File: src/rtl/bam_mul_pkg.sv
`default_nettype none
// ============================================================================
// Module   : bam_mul_pkg
// Purpose  : Shared constants, id type and partial-product keep rule for the
//            broken-array approximate multiplier (BAM) and its arbiter.
// Ports    : none (package)
// Revision : 1.0 - initial release
// ============================================================================
package bam_mul_pkg;

  localparam int N_REQ_DEF = 4;
  localparam int WIDTH_DEF = 8;
  localparam int H_CUT_DEF = 5;
  localparam int V_CUT_DEF = 12;
  localparam int ID_W_DEF  = $clog2(N_REQ_DEF);

  typedef logic [ID_W_DEF-1:0] id_t;

  // A partial product a[i]&b[j] survives both cuts of the broken array.
  function automatic bit bam_keep(input int i, input int j,
                                  input int h = H_CUT_DEF,
                                  input int v = V_CUT_DEF);
    return (j >= h) && ((i + j) >= v);
  endfunction

endpackage
`default_nettype wire

File: src/rtl/bam_mul_arbiter_if.sv
`default_nettype none
// ============================================================================
// Module   : bam_mul_arbiter_if
// Purpose  : Request / response bundle of the shared BAM multiplier.
// Ports    : req_valid/req_ready/req_a/req_b  - per-requester request channel
//            rsp_valid/rsp_ready/rsp_data/rsp_id - tagged response channel
//            ops_count                          - completed response counter
//            master modport = requester/consumer side, slave = arbiter side
// Revision : 1.0 - initial release
// ============================================================================
interface bam_mul_arbiter_if
  import bam_mul_pkg::*;
#(
  parameter int N_REQ = N_REQ_DEF,
  parameter int WIDTH = WIDTH_DEF
);
  localparam int ID_W = $clog2(N_REQ);

  logic [N_REQ-1:0]       req_valid;
  logic [N_REQ-1:0]       req_ready;
  logic [N_REQ*WIDTH-1:0] req_a;
  logic [N_REQ*WIDTH-1:0] req_b;
  logic                   rsp_valid;
  logic                   rsp_ready;
  logic [2*WIDTH-1:0]     rsp_data;
  logic [ID_W-1:0]        rsp_id;
  logic [15:0]            ops_count;

  modport master (
    output req_valid, req_a, req_b, rsp_ready,
    input  req_ready, rsp_valid, rsp_data, rsp_id, ops_count
  );

  modport slave (
    input  req_valid, req_a, req_b, rsp_ready,
    output req_ready, rsp_valid, rsp_data, rsp_id, ops_count
  );

endinterface
`default_nettype wire

File: src/rtl/bam_mul_core.sv
`default_nettype none
// ============================================================================
// Module   : bam_mul_core
// Purpose  : Combinational broken-array approximate multiplier. Kept partial
//            products are compressed row by row in a carry-save array and
//            resolved by a ripple-carry final adder.
// Ports    : a_i  in  WIDTH     operand a
//            b_i  in  WIDTH     operand b
//            p_o  out 2*WIDTH   approximate unsigned product
// Revision : 1.0 - initial release
// ============================================================================
module bam_mul_core
  import bam_mul_pkg::*;
#(
  parameter int WIDTH = WIDTH_DEF,
  parameter int H_CUT = H_CUT_DEF,
  parameter int V_CUT = V_CUT_DEF
) (
  input  wire logic [WIDTH-1:0]   a_i,
  input  wire logic [WIDTH-1:0]   b_i,
  output logic      [2*WIDTH-1:0] p_o
);

  localparam int PW = 2 * WIDTH;

  logic [PW-1:0] w_pp  [WIDTH];
  logic [PW-1:0] w_sum [WIDTH+1];
  logic [PW-1:0] w_cry [WIDTH+1];
  logic [PW-1:0] w_rc;

  // Partial-product rows; cut positions stay constant zero and fold away.
  always_comb begin
    for (int j = 0; j < WIDTH; j++) begin
      w_pp[j] = '0;
      for (int i = 0; i < WIDTH; i++) begin
        if (bam_keep(i, j, H_CUT, V_CUT)) begin
          w_pp[j][i+j] = a_i[i] & b_i[j];
        end
      end
    end
  end

  // Carry-save array: each row is a 3:2 compression of (sum, carry, row).
  // Bits shifted out of the top carry are always zero because the exact sum
  // of kept products fits in PW bits.
  always_comb begin
    w_sum[0] = '0;
    w_cry[0] = '0;
    for (int j = 0; j < WIDTH; j++) begin
      w_sum[j+1] = w_sum[j] ^ w_cry[j] ^ w_pp[j];
      w_cry[j+1] = ((w_sum[j] & w_cry[j]) | (w_sum[j] & w_pp[j]) |
                    (w_cry[j] & w_pp[j])) << 1;
    end
  end

  // Ripple-carry final adder.
  assign w_rc[0] = 1'b0;
  for (genvar k = 0; k < PW; k++) begin : g_rca
    assign p_o[k] = w_sum[WIDTH][k] ^ w_cry[WIDTH][k] ^ w_rc[k];
    if (k < PW - 1) begin : g_carry
      assign w_rc[k+1] = (w_sum[WIDTH][k] & w_cry[WIDTH][k]) |
                         (w_sum[WIDTH][k] & w_rc[k]) |
                         (w_cry[WIDTH][k] & w_rc[k]);
    end
  end

endmodule
`default_nettype wire

File: src/rtl/bam_mul_arbiter.sv
`default_nettype none
// ============================================================================
// Module   : bam_mul_arbiter
// Purpose  : Round-robin sharing of one BAM multiplier between N_REQ
//            requesters through a two-stage valid/ready pipeline
//            (S1: operands + id, S2: product + id) with a tagged response.
// Ports    : clk    in  rising-edge clock
//            rst_n  in  asynchronous active-low reset
//            bus    slave modport of bam_mul_arbiter_if (requests, response,
//                   ops_count)
// Revision : 1.0 - initial release
// ============================================================================
module bam_mul_arbiter
  import bam_mul_pkg::*;
#(
  parameter int N_REQ = N_REQ_DEF,
  parameter int WIDTH = WIDTH_DEF,
  parameter int H_CUT = H_CUT_DEF,
  parameter int V_CUT = V_CUT_DEF
) (
  input wire logic          clk,
  input wire logic          rst_n,
  bam_mul_arbiter_if.slave  bus
);

  localparam int ID_W = $clog2(N_REQ);

  logic                 s1_valid_q, s1_valid_d;
  logic [WIDTH-1:0]     s1_a_q, s1_a_d;
  logic [WIDTH-1:0]     s1_b_q, s1_b_d;
  logic [ID_W-1:0]      s1_id_q, s1_id_d;
  logic                 s2_valid_q, s2_valid_d;
  logic [2*WIDTH-1:0]   s2_data_q, s2_data_d;
  logic [ID_W-1:0]      s2_id_q, s2_id_d;
  logic [ID_W-1:0]      rr_ptr_q, rr_ptr_d;
  logic [15:0]          ops_q, ops_d;

  logic                 w_s2_load;
  logic                 w_s1_load;
  logic                 w_win_found;
  logic [ID_W-1:0]      w_win;
  logic [ID_W-1:0]      w_idx;
  logic [2*WIDTH-1:0]   w_prod;

  bam_mul_core #(
    .WIDTH (WIDTH),
    .H_CUT (H_CUT),
    .V_CUT (V_CUT)
  ) u_core (
    .a_i (s1_a_q),
    .b_i (s1_b_q),
    .p_o (w_prod)
  );

  // Round-robin search: walk the requesters starting at rr_ptr, wrapping
  // explicitly so non-power-of-two N_REQ works.
  always_comb begin
    w_win       = '0;
    w_win_found = 1'b0;
    w_idx       = rr_ptr_q;
    for (int k = 0; k < N_REQ; k++) begin
      if (!w_win_found && bus.req_valid[w_idx]) begin
        w_win_found = 1'b1;
        w_win       = w_idx;
      end
      w_idx = (w_idx == ID_W'(N_REQ - 1)) ? '0 : w_idx + 1'b1;
    end
  end

  assign w_s2_load = s1_valid_q & (~s2_valid_q | bus.rsp_ready);
  // rst_n gates the grant so req_ready stays low while reset is held.
  assign w_s1_load = rst_n & w_win_found & (~s1_valid_q | w_s2_load);

  always_comb begin
    bus.req_ready = '0;
    if (w_s1_load) begin
      bus.req_ready[w_win] = 1'b1;
    end
  end

  always_comb begin
    s1_valid_d = s1_valid_q;
    s1_a_d     = s1_a_q;
    s1_b_d     = s1_b_q;
    s1_id_d    = s1_id_q;
    s2_valid_d = s2_valid_q;
    s2_data_d  = s2_data_q;
    s2_id_d    = s2_id_q;
    rr_ptr_d   = rr_ptr_q;
    ops_d      = ops_q + {15'd0, s2_valid_q & bus.rsp_ready};

    if (w_s1_load) begin
      s1_valid_d = 1'b1;
      s1_id_d    = w_win;
      rr_ptr_d   = (w_win == ID_W'(N_REQ - 1)) ? '0 : w_win + 1'b1;
      for (int k = 0; k < N_REQ; k++) begin
        if (w_win == ID_W'(k)) begin
          s1_a_d = bus.req_a[k*WIDTH +: WIDTH];
          s1_b_d = bus.req_b[k*WIDTH +: WIDTH];
        end
      end
    end else if (w_s2_load) begin
      s1_valid_d = 1'b0;
    end

    // S2 payload only changes on load, so it holds under backpressure.
    if (w_s2_load) begin
      s2_valid_d = 1'b1;
      s2_data_d  = w_prod;
      s2_id_d    = s1_id_q;
    end else if (bus.rsp_ready) begin
      s2_valid_d = 1'b0;
    end
  end

  always_ff @(posedge clk or negedge rst_n) begin
    if (!rst_n) begin
      s1_valid_q <= 1'b0;
      s1_a_q     <= '0;
      s1_b_q     <= '0;
      s1_id_q    <= '0;
      s2_valid_q <= 1'b0;
      s2_data_q  <= '0;
      s2_id_q    <= '0;
      rr_ptr_q   <= '0;
      ops_q      <= '0;
    end else begin
      s1_valid_q <= s1_valid_d;
      s1_a_q     <= s1_a_d;
      s1_b_q     <= s1_b_d;
      s1_id_q    <= s1_id_d;
      s2_valid_q <= s2_valid_d;
      s2_data_q  <= s2_data_d;
      s2_id_q    <= s2_id_d;
      rr_ptr_q   <= rr_ptr_d;
      ops_q      <= ops_d;
    end
  end

  assign bus.rsp_valid = s2_valid_q;
  assign bus.rsp_data  = s2_data_q;
  assign bus.rsp_id    = s2_id_q;
  assign bus.ops_count = ops_q;

endmodule
`default_nettype wire

File: src/flat_wrapper.sv
// flat-port wrapper written by rule: the top's interface ports become plain ports
module bam_mul_arbiter_flat import bam_mul_pkg::*;
#(
  parameter int N_REQ = N_REQ_DEF,
  parameter int WIDTH = WIDTH_DEF,
  parameter int H_CUT = H_CUT_DEF,
  parameter int V_CUT = V_CUT_DEF
)
  (clk, rst_n, bus_req_valid, bus_req_a, bus_req_b, bus_rsp_ready, bus_req_ready, bus_rsp_valid, bus_rsp_data, bus_rsp_id, bus_ops_count);
  bam_mul_arbiter_if #(.N_REQ(N_REQ), .WIDTH(WIDTH)) bus_i ();
  input wire logic clk;
  input wire logic rst_n;
  input wire logic [$bits(bus_i.req_valid)-1:0] bus_req_valid;
  input wire logic [$bits(bus_i.req_a)-1:0] bus_req_a;
  input wire logic [$bits(bus_i.req_b)-1:0] bus_req_b;
  input wire logic [$bits(bus_i.rsp_ready)-1:0] bus_rsp_ready;
  output wire logic [$bits(bus_i.req_ready)-1:0] bus_req_ready;
  output wire logic [$bits(bus_i.rsp_valid)-1:0] bus_rsp_valid;
  output wire logic [$bits(bus_i.rsp_data)-1:0] bus_rsp_data;
  output wire logic [$bits(bus_i.rsp_id)-1:0] bus_rsp_id;
  output wire logic [$bits(bus_i.ops_count)-1:0] bus_ops_count;
  assign bus_i.req_valid = bus_req_valid;
  assign bus_i.req_a = bus_req_a;
  assign bus_i.req_b = bus_req_b;
  assign bus_i.rsp_ready = bus_rsp_ready;
  assign bus_req_ready = bus_i.req_ready;
  assign bus_rsp_valid = bus_i.rsp_valid;
  assign bus_rsp_data = bus_i.rsp_data;
  assign bus_rsp_id = bus_i.rsp_id;
  assign bus_ops_count = bus_i.ops_count;
  bam_mul_arbiter #(.N_REQ(N_REQ), .WIDTH(WIDTH), .H_CUT(H_CUT), .V_CUT(V_CUT)) u_core (.clk(clk), .rst_n(rst_n), .bus(bus_i));
endmodule
File: config.mk
export PLATFORM = sky130hd
export DESIGN_NAME = bam_mul_arbiter_flat
export DESIGN_NICKNAME = d
export VERILOG_FILES = /design/src/rtl/bam_mul_pkg.sv /design/src/rtl/bam_mul_arbiter_if.sv /design/src/rtl/bam_mul_core.sv /design/src/rtl/bam_mul_arbiter.sv /design/src/flat_wrapper.sv
export SDC_FILE = /design/constraint.sdc
export NUM_CORES = 1
export LEC_CHECK = 0
export ABC_AREA = 1
export CORE_MARGIN = 1
export CORE_UTILIZATION = 40
export DETAILED_ROUTE_END_ITERATION = 7
export GPL_TIMING_DRIVEN = 0
export PLACE_DENSITY = 0.71
export SETUP_SLACK_MARGIN = 0.1
export SYNTH_ARGS = -nofsm -noshare
export SYNTH_HDL_FRONTEND = slang
export SYNTH_HIERARCHICAL = 1
export SYNTH_SLANG_ARGS = --single-unit
File: constraint.sdc
create_clock -name clk -period 3.4 [get_ports clk]
set_input_delay 0.68 -clock clk [delete_from_list [all_inputs] [get_ports clk]]
set_output_delay 0.68 -clock clk [all_outputs]
set_load 0.02 [all_outputs]
==> metrics, run 1 <==
max frequency=309 MHz; DR vias/cell=4.63; final wirelength=5.83 mm; Max VDD drop=920 µV; TNS Setup=0 ps; Routed wire per std cell=11.7 µm; first-pass GRT wire length=9.76 mm; Initial DRC Count=between 40 and 50; clk_lat worst skew=290 ps; yosys warns=6; area of the multi-input gates=roughly 1400 µm²; Buf/Inv on CP=13; nets=503; setup ws final=167 ps; htree depth=2; Initial Utilization=42.0%; root buffer cell=clkbuf_8; initial antenna violation count=0; Total GRT Usage=17.0%; mapped cell area=2710 µm²; Rows=29; failing checks=design-rule violations; Syn-to-layout area delta=48.5%; min Tclk post-route=3230 ps; type of origin of the critical path=register; layout cells sized above 1=28.7%; unrepaired setup endpoints after global routing=true; Leakage=between 2 and 2.5 nW; Layout fillers=560; status=finished with violations; Max Cap Viol=0; worst path required time=3590 ps; final hold violations=0; GPL Wtd Cong=0.852; CTS Buffer Depth=2; Slowest cell on crit path=dfrtp_2; family with the most delay on the worst path=buffers and inverters; Die Y=84.3 µm; final setup fails=0; fin crit share=95.1%; Routed Antenna Nets=0; total CTS buffers=5; die outline area=7110 µm²; CTS Hold Bufs=0; Pwr Density=1120 nW/µm²; largest net degree at the start of global routing=29; Core Area=6460 µm²; Place WS=-566 ps; dpl hpwl=about 4.2 mm; Worst-path clk slew=80 ps; crit end category=register; Mean Syn Cell Area=8.83 µm²; port bufs=69; die width=84.3 µm; critical path class=register to register; total grt overflow=0; Syn Inst Count=307; HP Class=input pin to async pin; number of global-route vias before repair=roughly 2300; TritonRoute pass-1 iters=7; I/O pin count=110; Max Transition Viols Final=0; Clock Skew=3.97 ps; crit path cell chain=ha_4 > nor2_4 > nand2_2 > nand3_4 > nand2_4 > nor2_8 > nand2_1 > nor2_2 > nand2_2 > buf_4 > buf_4 > buf_4 > buf_4 > buf_4 > buf_4 > buf_4 > buf_4 > buf_4 > buf_4 > buf_4 > buf_4 > buf_4 > nand3_2 > nand2_1; CTS Sinks=46; crit-path max FO=6; Reg area=1150 µm²; CTS tree=done; worst hold slack=339 ps; Crit path top cell by count=buf_4; critical path arrival=~3400 ps; Ant. Diodes=0; slowest stage delay, CP=440 ps; via count=about 2300; DR DRC count=9
==> where the power goes <==
group,switching [mW],internal (mW),total [mW]
sequential,0.139,0.760,0.900
clock,0.173,0.220,0.393
combinational,1.68,1.53,3.20
==> worst paths after layout <==
path	depth (start not counted)	start	end	slack, ps
max	24	u_core/rr_ptr_q[1]	u_core/s1_id_q[1]	170
min	1	rst_n	u_core/bus.ops_count[9]	340
max reg2reg	24	u_core/rr_ptr_q[1]	u_core/s1_id_q[1]	170
min reg2reg	1	u_core/bus.ops_count[15]	u_core/bus.ops_count[15]	490
max in group asynchronous	2	rst_n	u_core/rr_ptr_q[0]	2530
min in group clk	1	u_core/bus.ops_count[15]	u_core/bus.ops_count[15]	490
==> layout make-up <==
class                   instances  area share, %
clock inverters                 1          0.746
flip-flops and latches         46           28.7
multi-input cells             213           35.6
clock buffers                   7           1.90
well taps                      77           2.39
inverters                      33           3.26
repair buffers                 96           22.5
plain buffers                  25           4.88
==> repair_timing <==
item / CTS / global route
pin swaps: 8 / 13
gates cloned: 0 / 0
buffers inserted: 18 / 8
resized for setup: 51 / 25
endpoints found under the setup margin: 4 / 5
==> metal layers <==
metal | track usage (%) | up-vias | share of wire [%]
li1 | - | 1164 | -
met1 | 19.7 | 1066 | 41
met2 | 32.1 | 68 | 53
met3 | 3.34 | 7 | 4.6
met4 | 4.39 | 0 | 0.99
met5 | 0 | - | 0
==> sequential cells by signal, indices dropped and copies added, names as in the netlist <==
name                  count
u_core/rr_ptr_q           2
u_core/bus.rsp_valid      1
u_core/s1_a_q             3
u_core/bus.rsp_data      16
u_core/bus.rsp_id         2
u_core/s1_b_q             3
u_core/bus.ops_count     16
u_core/s1_id_q            2
u_core/s1_valid_q         1
==> stage by stage <==
stage | power [mW] | utilization [%] | std cells | area (µm²)
finish | 4.50 | 62.3 | 498 | 4030
global placement | 3.28 | 54.8 | 464 | 3540
detailed placement | 3.33 | 55.0 | 465 | 3550
global route | 4.87 | 62.3 | 498 | 4030
floorplan | 2.60 | - | 318 | 2750
CTS | 4.16 | 60.3 | 491 | 3900
==> placed cells by master, fill, tap and decap left out, types with 10 or more instances in the layout <==
cell type and count:
nand2_1 82, clkdlybuf4s50_1 60, dfrtp_1 44, buf_4 37
inv_1 25, mux2_2 18, nand3_1 16, o21ai_0 12
conb_1 12, buf_6 10
==> worst reg2reg max path: stages, from the launching register on <==
cell     delay (ps)
dfrtp_2         440
ha_4            180
nor2_4          180
nand2_2         110
nand3_4          90
nand2_4          70
nor2_8          100
nand2_1          70
nor2_2          120
nand2_2          90
buf_4           140
buf_4           120
buf_4           120
buf_4           120
buf_4           120
buf_4           120
buf_4           120
buf_4           120
buf_4           120
buf_4           120
buf_4           120
buf_4           120
buf_4           120
nand3_2          60
nand2_1          40
Note: power is estimated with default switching activity, not from simulation.
==> inputs of run 2 (changes only) <==
Settings changed: ABC_CLOCK_PERIOD_IN_PS set to 3400.
==> results of run 2 <==
Same layout as run 1: the final DEF is identical, and so are final timing and power.
==> inputs of run 3 (changes only) <==
Settings changed: CTS_CLUSTER_DIAMETER set to 50.
==> results of run 3 <==
Same layout as run 1: the final DEF is identical, and so are final timing and power.
